--- src/rtl/fmul_pipe.sv ---
// rtl/fmul_pipe.sv - three-stage pipelined IEEE-754 single-precision multiplier
//
// Purpose:
//   Multiplies two binary32 operands with round-to-nearest-even. Special
//   operands (NaN, infinity, zero) are resolved in S1 and ride the pipe
//   alongside the arithmetic path. Denormal inputs are accepted and denormal
//   results are produced. Results leave in order, 3 cycles after accept.
//   The whole pipe advances together and stalls as a unit on backpressure.
//
// Ports:
//   clk        clock
//   rstn       synchronous active-low reset
//   in_valid   operand pair valid
//   in_ready   pipe accepts operands this cycle (~out_valid | out_ready)
//   x1, x2     multiplicand, multiplier (binary32)
//   in_tag     opaque tag carried with the operation
//   out_valid  result valid
//   out_ready  consumer accepts result
//   y          product (binary32)
//   ovf        finite*finite product overflowed to infinity
//   out_tag    tag of the current result
//   unf        underflow after rounding (only when FMUL_UNF_EN is defined)
//
// Build option:
//   FMUL_UNF_EN  adds the unf output port.

module fmul_pipe #(
  parameter int TAG_W = 5
) (
  input  logic             clk,
  input  logic             rstn,
  input  logic             in_valid,
  output logic             in_ready,
  input  logic [31:0]      x1,
  input  logic [31:0]      x2,
  input  logic [TAG_W-1:0] in_tag,
  output logic             out_valid,
  input  logic             out_ready,
  output logic [31:0]      y,
  output logic             ovf,
  output logic [TAG_W-1:0] out_tag
`ifdef FMUL_UNF_EN
  ,
  output logic             unf
`endif
);

  // The pipe moves as one block: every stage advances whenever the output
  // register is empty or being drained this cycle.
  logic adv;
  assign in_ready = ~out_valid | out_ready;
  assign adv      = in_ready;

  // ---------------------------------------------------------------------
  // S1: unpack, classify specials, multiply significands
  // ---------------------------------------------------------------------
  logic        s_a, s_b, s_y;
  logic [7:0]  e_a, e_b;
  logic [22:0] f_a, f_b;
  logic        a_nan, b_nan, a_inf, b_inf, a_zero, b_zero;
  logic [23:0] m_a, m_b;
  logic [7:0]  ea_adj, eb_adj;
  logic [47:0] prod;
  logic [9:0]  et;
  logic        spec;
  logic [31:0] spec_y;

  assign s_a = x1[31];
  assign s_b = x2[31];
  assign s_y = s_a ^ s_b;
  assign e_a = x1[30:23];
  assign e_b = x2[30:23];
  assign f_a = x1[22:0];
  assign f_b = x2[22:0];

  assign a_nan  = (e_a == 8'hFF) && (f_a != 23'd0);
  assign b_nan  = (e_b == 8'hFF) && (f_b != 23'd0);
  assign a_inf  = (e_a == 8'hFF) && (f_a == 23'd0);
  assign b_inf  = (e_b == 8'hFF) && (f_b == 23'd0);
  assign a_zero = (e_a == 8'h00) && (f_a == 23'd0);
  assign b_zero = (e_b == 8'h00) && (f_b == 23'd0);

  // Denormals have no hidden one and behave as if their exponent were 1.
  assign m_a    = {(e_a != 8'h00), f_a};
  assign m_b    = {(e_b != 8'h00), f_b};
  assign ea_adj = (e_a == 8'h00) ? 8'd1 : e_a;
  assign eb_adj = (e_b == 8'h00) ? 8'd1 : e_b;

  assign prod = {24'd0, m_a} * {24'd0, m_b};
  // 10-bit two's complement: spans -125 .. +381 without wrapping.
  assign et   = {2'b00, ea_adj} + {2'b00, eb_adj} - 10'd127;

  // Priority order matters: a NaN on x1 wins over one on x2, and an
  // invalid 0*inf wins over the plain infinity and zero cases.
  always_comb begin
    spec   = 1'b1;
    spec_y = 32'd0;
    if (a_nan)
      spec_y = {s_a, 8'hFF, 1'b1, f_a[21:0]};
    else if (b_nan)
      spec_y = {s_b, 8'hFF, 1'b1, f_b[21:0]};
    else if ((a_zero && b_inf) || (a_inf && b_zero))
      spec_y = 32'hFFC0_0000;
    else if (a_inf || b_inf)
      spec_y = {s_y, 8'hFF, 23'd0};
    else if (a_zero || b_zero)
      spec_y = {s_y, 31'd0};
    else
      spec = 1'b0;
  end

  logic             v1;
  logic [TAG_W-1:0] t1;
  logic             sg1;
  logic [47:0]      p1;
  logic [9:0]       et1;
  logic             sp1;
  logic [31:0]      spy1;

  // ---------------------------------------------------------------------
  // S2: normalize, and denormalize when the exponent falls to zero or below
  // ---------------------------------------------------------------------
  logic [5:0]  k;
  logic [47:0] pn;
  logic [9:0]  e_norm;
  logic        den;
  logic [9:0]  sh_full;
  logic [5:0]  sh;
  logic [46:0] pd;
  logic        lost;
  logic [9:0]  e2_n;
  logic [22:0] man_n;
  logic        g_n, st_n;

  // Leading-one index; the highest set bit wins because it is written last.
  always_comb begin
    k = 6'd0;
    for (int i = 0; i < 48; i++) begin
      if (p1[i]) k = 6'(i);
    end
  end

  always_comb begin
    pn      = p1 << (6'd47 - k);
    // Bit 46 of the raw product carries weight 2^0 for normal operands.
    e_norm  = et1 + {4'd0, k} - 10'd46;
    den     = e_norm[9] || (e_norm == 10'd0);
    sh_full = 10'd1 - e_norm;
    sh      = (sh_full > 10'd48) ? 6'd48 : sh_full[5:0];
    if (den) begin
      pd   = 47'(pn >> sh);
      lost = |(pn & ~({48{1'b1}} << sh));
    end else begin
      pd   = pn[46:0];
      lost = 1'b0;
    end
    // A zero product has no leading one; force a clean signed zero.
    e2_n  = (den || (p1 == 48'd0)) ? 10'd0 : e_norm;
    man_n = pd[46:24];
    g_n   = pd[23];
    st_n  = (|pd[22:0]) | lost;
  end

  logic             v2;
  logic [TAG_W-1:0] t2;
  logic             sg2;
  logic [9:0]       e2;
  logic [22:0]      man2;
  logic             g2, st2;
  logic             sp2;
  logic [31:0]      spy2;

  // ---------------------------------------------------------------------
  // S3: round to nearest even, detect overflow, pack
  // ---------------------------------------------------------------------
  logic        rnd;
  logic [23:0] m_r;
  logic [9:0]  e_r;
  logic        of;
  logic [31:0] y_n;
  logic        ovf_n;
  logic        unf_n;

  // A mantissa carry bumps the exponent; this also turns a denormal that
  // rounds up to 1.0 into exponent 1 with a zero fraction.
  always_comb begin
    rnd   = g2 & (st2 | man2[0]);
    m_r   = {1'b0, man2} + {23'd0, rnd};
    e_r   = e2 + {9'd0, m_r[23]};
    of    = (e_r >= 10'd255);
    ovf_n = ~sp2 & of;
    unf_n = ~sp2 & ~of & (e_r[7:0] == 8'd0);
    if (sp2)
      y_n = spy2;
    else if (of)
      y_n = {sg2, 8'hFF, 23'd0};
    else
      y_n = {sg2, e_r[7:0], m_r[22:0]};
  end

`ifndef FMUL_UNF_EN
  logic unf_unused;
  assign unf_unused = unf_n;
`endif

  // ---------------------------------------------------------------------
  // Pipeline registers. Only valid bits and the visible outputs are reset;
  // stale data behind a cleared valid bit is never observed.
  // ---------------------------------------------------------------------
  always_ff @(posedge clk) begin
    if (!rstn) begin
      v1        <= 1'b0;
      v2        <= 1'b0;
      out_valid <= 1'b0;
      y         <= 32'd0;
      ovf       <= 1'b0;
      out_tag   <= '0;
`ifdef FMUL_UNF_EN
      unf       <= 1'b0;
`endif
    end else if (adv) begin
      v1        <= in_valid;
      t1        <= in_tag;
      sg1       <= s_y;
      p1        <= prod;
      et1       <= et;
      sp1       <= spec;
      spy1      <= spec_y;

      v2        <= v1;
      t2        <= t1;
      sg2       <= sg1;
      e2        <= e2_n;
      man2      <= man_n;
      g2        <= g_n;
      st2       <= st_n;
      sp2       <= sp1;
      spy2      <= spy1;

      out_valid <= v2;
      out_tag   <= t2;
      y         <= y_n;
      ovf       <= ovf_n;
`ifdef FMUL_UNF_EN
      unf       <= unf_n;
`endif
    end
  end

endmodule
--- config.mk ---
export PLATFORM = sky130hd
export DESIGN_NAME = fmul_pipe
export DESIGN_NICKNAME = d
export VERILOG_FILES = /design/src/rtl/fmul_pipe.sv
export SDC_FILE = /design/constraint.sdc
export NUM_CORES = 2
export LEC_CHECK = 0
export CELL_PAD_IN_SITES_DETAIL_PLACEMENT = 0
export CELL_PAD_IN_SITES_GLOBAL_PLACEMENT = 1
export CORE_MARGIN = 5
export CORE_UTILIZATION = 54
export CTS_CLUSTER_DIAMETER = 100
export DETAILED_ROUTE_END_ITERATION = 8
export PLACE_DENSITY = 0.94
export SYNTH_ARGS = -nofsm -noshare
export SYNTH_HDL_FRONTEND = slang
export SYNTH_SLANG_ARGS = --single-unit
--- constraint.sdc ---
create_clock -name clk -period 20.9 [get_ports clk]
set_clock_uncertainty 0.2 [all_clocks]
set_input_delay 3.135 -clock clk [delete_from_list [all_inputs] [get_ports clk]]
set_output_delay 3.135 -clock clk [all_outputs]
set_load 0.05 [all_outputs]
### Yosys cells after proc, flatten, opt, wreduce, memory -nomap -nowiden

Index checks and enable logic that the tools add are counted.

* $add $sub $neg: 8
* $mul: 1
* $lt $le $gt $ge: 2
* eq/ne operators: 2
* shift-type cells: 3
* muxes and demuxes: 60
* bitwise logic cells: 10
* reduce and logical (&&, ||, !) cells: 28

Operator list (count)
* 6-bit 2-to-1 mux: 47
* 32-bit 2-to-1 mux: 6
* 48-bit bitwise AND: 1
* 48-bit zero test: 1
* 24-bit by 24-bit multiplier with 48-bit output: 1
* 48-bit NOT: 1
* 48-bit OR reduction: 1
* 48-bit by 6-bit << shifter with 48-bit output: 1
* 48-bit by 6-bit << shifter with 48-bit output (first input constant): 1
* 48-bit by 6-bit >> shifter with 47-bit output: 1
* 47-bit 2-to-1 mux: 1
* 23-bit zero test: 2
* 23-bit nonzero test: 2
* 31-bit 2-to-1 mux: 1
* 23-bit by 1-bit adder with 24-bit output: 1
* 23-bit OR reduction: 1
* 8-bit equality test (second input constant): 2
* 8-bit zero test: 2
* 8-bit 2-to-1 mux: 2
* 8-bit nonzero test: 2
* 10-bit by 1-bit adder with 10-bit output: 1
* 10-bit by 6-bit adder with 10-bit output: 1
* 10-bit by 8-bit greater-or-equal comparator with 1-bit output (second input constant): 1
* 10-bit by 6-bit greater-than comparator with 1-bit output (second input constant): 1
* 16 further kinds: 33

* register bits after elaboration: 212
* input bits: 73
* output and inout port bits: 40

### Logic depth before layout (Yosys ltp)

* depth after elaboration: 58
* depth in mapped cells: 36

### Worst setup path after synthesis

No wires, ideal clock.

* kind: input -> register
* start: input port x1[13]
* end: register p1[46] (data pin)
* data arrival time: 10210 ps
* path slack: 10233 ps
* cell stages on the path: 29
* path buffers: 2
* path through: clkbuf_1 clkbuf_1 nand2_1 fa_1 inv_1 fa_1 fa_1 inv_1 fa_1 fa_1 inv_1 fa_1 fa_1 ha_1 o21a_1 o211ai_1 o31ai_1 a221oi_1 a2111oi_0 nor2_1 a211o_1 o21ai_0 and2_1 o21ai_0 a21oi_1 a211oi_1 o21ai_0 a21oi_1 xnor2_1

* word-level cells in the longest chain between the ends: 1

Ends and longest elaborated chain
* from (decl): line 34 `input logic [31:0] x1,`
* 24-bit by 24-bit multiplier with 48-bit output: line 89 `assign prod = {24'd0, m_a} * {24'd0, m_b};`
* net prod[46]: line 63 `logic [47:0] prod;`
* to (signal assigned): line 225 `p1 <= prod;`
* to (decl): line 115 `logic [47:0] p1;`

The timed path passes the listed nets, and every way through them passes these cells.
A chain may end at the register's enable or synchronous reset.

### Worst setup path after layout

* start: input port x2[3]
* end: register p1[46] (data pin)

* word-level cells in the longest chain between the ends: 1

Ends and longest elaborated chain
* from (decl): line 35 `input logic [31:0] x2,`
* 24-bit by 24-bit multiplier with 48-bit output: line 89
* net prod[46]: line 63

The timed path passes the listed nets, and every way through them passes these cells.

==> results.md <==
- Outcome: complete, no violations
- Max-slew headroom: 0.139
- Final setup fails: 0
- Fraction of registers with async set/reset: 0
- Drt pass-1 iters: 6
- Hold Vio Cnt, Final: 0
- Hold-critical path depth: 0
- Critical path type: input port to register
- CTS Sinks: 198
- Ys flop type: edfxtp_1
- Die W: 264 um
- CP most frequent cell: fa_1
- Post-CTS Hold Buffers: 0
- Io pins: about 110
- Vias in the first global route: 30807
- Area grow syn2layout: 6.80%
- WHS: 213 ps
- Period utilization: 0.584
- GR peak layer: met2
- CP bufs+invs: 6
- Vias: just over 30000
- Clk slew on worst S/H paths: about 100 ps
- Row cnt: 93
- Clock tree buffer depth: 2
- Worst Path Arrival: 12260 ps
- Largest net degree at the start of global routing: 73
- Crit. End Element: register
- Drt initial violations: 3800
- Fraction of layout cells with a size suffix above 1: 0.0468
- Synthesized cell area: 0.0348 mm^2
- CP top delay family: adder cells
- Worst path depth: 29
- Diode count: 0
- CP max stage delay: 1330 ps
- Met1 usage: 0.413
- R2R depth: 27
- Met3 GRT Util: 0.0641
- H-tree levels: 4
- Die Span Y: ~260 um
- Net count after synthesis: 4816
- Count of different cell masters after synthesis: ~110
- Routability congestion estimate: 0.991
- Yosys top cell by area: fa_1
- Total CTS buffers: 17
- Grt met2 use: 0.517
- Commonest cells in the netlist: 576 x nand2_1, 529 x inv_1, 484 x fa_1, 244 x and2_1, 230 x clkbuf_1
- Post-DR wirelength/cell: between 20 and 25 um
- First-pass GRT wire length: between 150 and 200 mm
- Ys Warns: 0
- Hold Crit Class: register to register
- Post-Synthesis Cells: 4050
- #FFs+latches synth: 198
- Tot GR Track Use: 0.315
- Post-synth EDFFs: 157
- RSZ-0062 raised after global routing: no
- Share of the synthesized area in the top cell type: 0.278
- DP HPWL: 82.0 mm
- Number of setup buffers added after CTS: 0
- Final net count: roughly 4700
- Post_cts resized: 0
- PortBufs: between 100 and 150
- Critical path required time: 20960 ps
- Most numerous cell in the Yosys netlist: nand2_1
- Synth Area per Inst: 8.59 um^2
- Root Buffer: clkbuf_16
- Antenna Nets Post-Route: 0
- Fin crit period: 12200 ps
- DRC Markers: 0
- Initial antenna violation count: 3
- Core ar.: 0.0641 mm^2
- CP startpoint kind: input port
- Grt total ovfl: 0
- Full die area: 0.0696 mm^2
- Max Transition Viols Final: 0
- Top cells by area, synth: fa_1 28%, edfxtp_1 14%, ha_1 7.5%
- Setup TNS: 0 ps
- Seq/Total Area, Yosys: 0.159
- Via density: 6.38
- Clock Latency Late Sink: 490 ps
- Slowest CP cell: clkdlybuf4s50_1
- Initial core utilization: 0.543
- Total routed wirelength: between 100 and 150 mm
- CP max FO: 26
- Fmax: 82.0 MHz
- Slew @ Worst Pin: 1290 ps
- CTS tree: done
- Max Cap Violations: 0
-- sequential cells by signal (all words and copies together) (netlist names) --
signal,count
p1,48
y,32
spy1,25
spy2,25
man2,23
e2,10
et1,10
out_tag,5
t1,5
t2,5
g2,1
out_valid,1
ovf,1
sg1,1
sg2,1
sp1,1
sp2,1
st2,1
v1,1
v2,1
-- cell families (layout without fill, tap and decap cells) --
logic type                 Yosys count  after routing  synth area share
AOI/OAI and AO/OA                  792            792             0.159
xor gates and xnor gates            87             87            0.0219
adders and majority gates          695            695             0.354
buffers and inverters              812            757            0.0894
DFF                                198            198             0.159
muxes                               90             90            0.0278
other                                1              1          0.000108
and+or+nand+nor                   1375           1375             0.188
-- final timing paths --
kind                            start      to  slack, ps
worst max register to register  p1[5]     st2      10840
worst min register to register  t1[3]   t2[3]        210
worst min-delay path            t1[3]   t2[3]        210
worst max-delay path            x2[3]  p1[46]       8700
-- cell type report --
type,count,area [um^2]
sequential,198,5540
timing repair buffer,190,1710
clock inverter,15,234
fill,5726,27000
multi-input combinational,3040,26200
inverter,535,2010
clock buffer,17,425
tap,855,1070
-- through the flow --
stage | util | setup WS (ps) | instances | area (um^2)
after floorplan | - | 10230 | 4050 | 34800
after global placement | 0.569 | 8540 | 4818 | 36500
after global routing | 0.580 | 8320 | 4850 | 37200
final | 0.580 | 8700 | 4850 | 37200
after CTS | 0.580 | 8820 | 4850 | 37200
after detailed placement | 0.569 | 8310 | 4818 | 36500
-- layer usage --
layer,up-vias,part of all wire
met5,-,0.00012
met4,2,0.046
met1,15154,0.38
li1,13524,-
met2,1879,0.47
met3,362,0.11
-- cell usage in the layout (no fill, tap or decap), drive strengths merged, types with 91 or more instances in the layout --
cell type,instances
nand3,91
a21oi,173
o21ai,104
and2,244
nand2,578
ha,209
inv,544
nor2,204
fa,484
edfxtp,157
clkdlybuf4s50,112
Power is left out: the tool's default activity adds up to more than one toggle a clock period on the data nets, which glitch-free logic cannot reach.
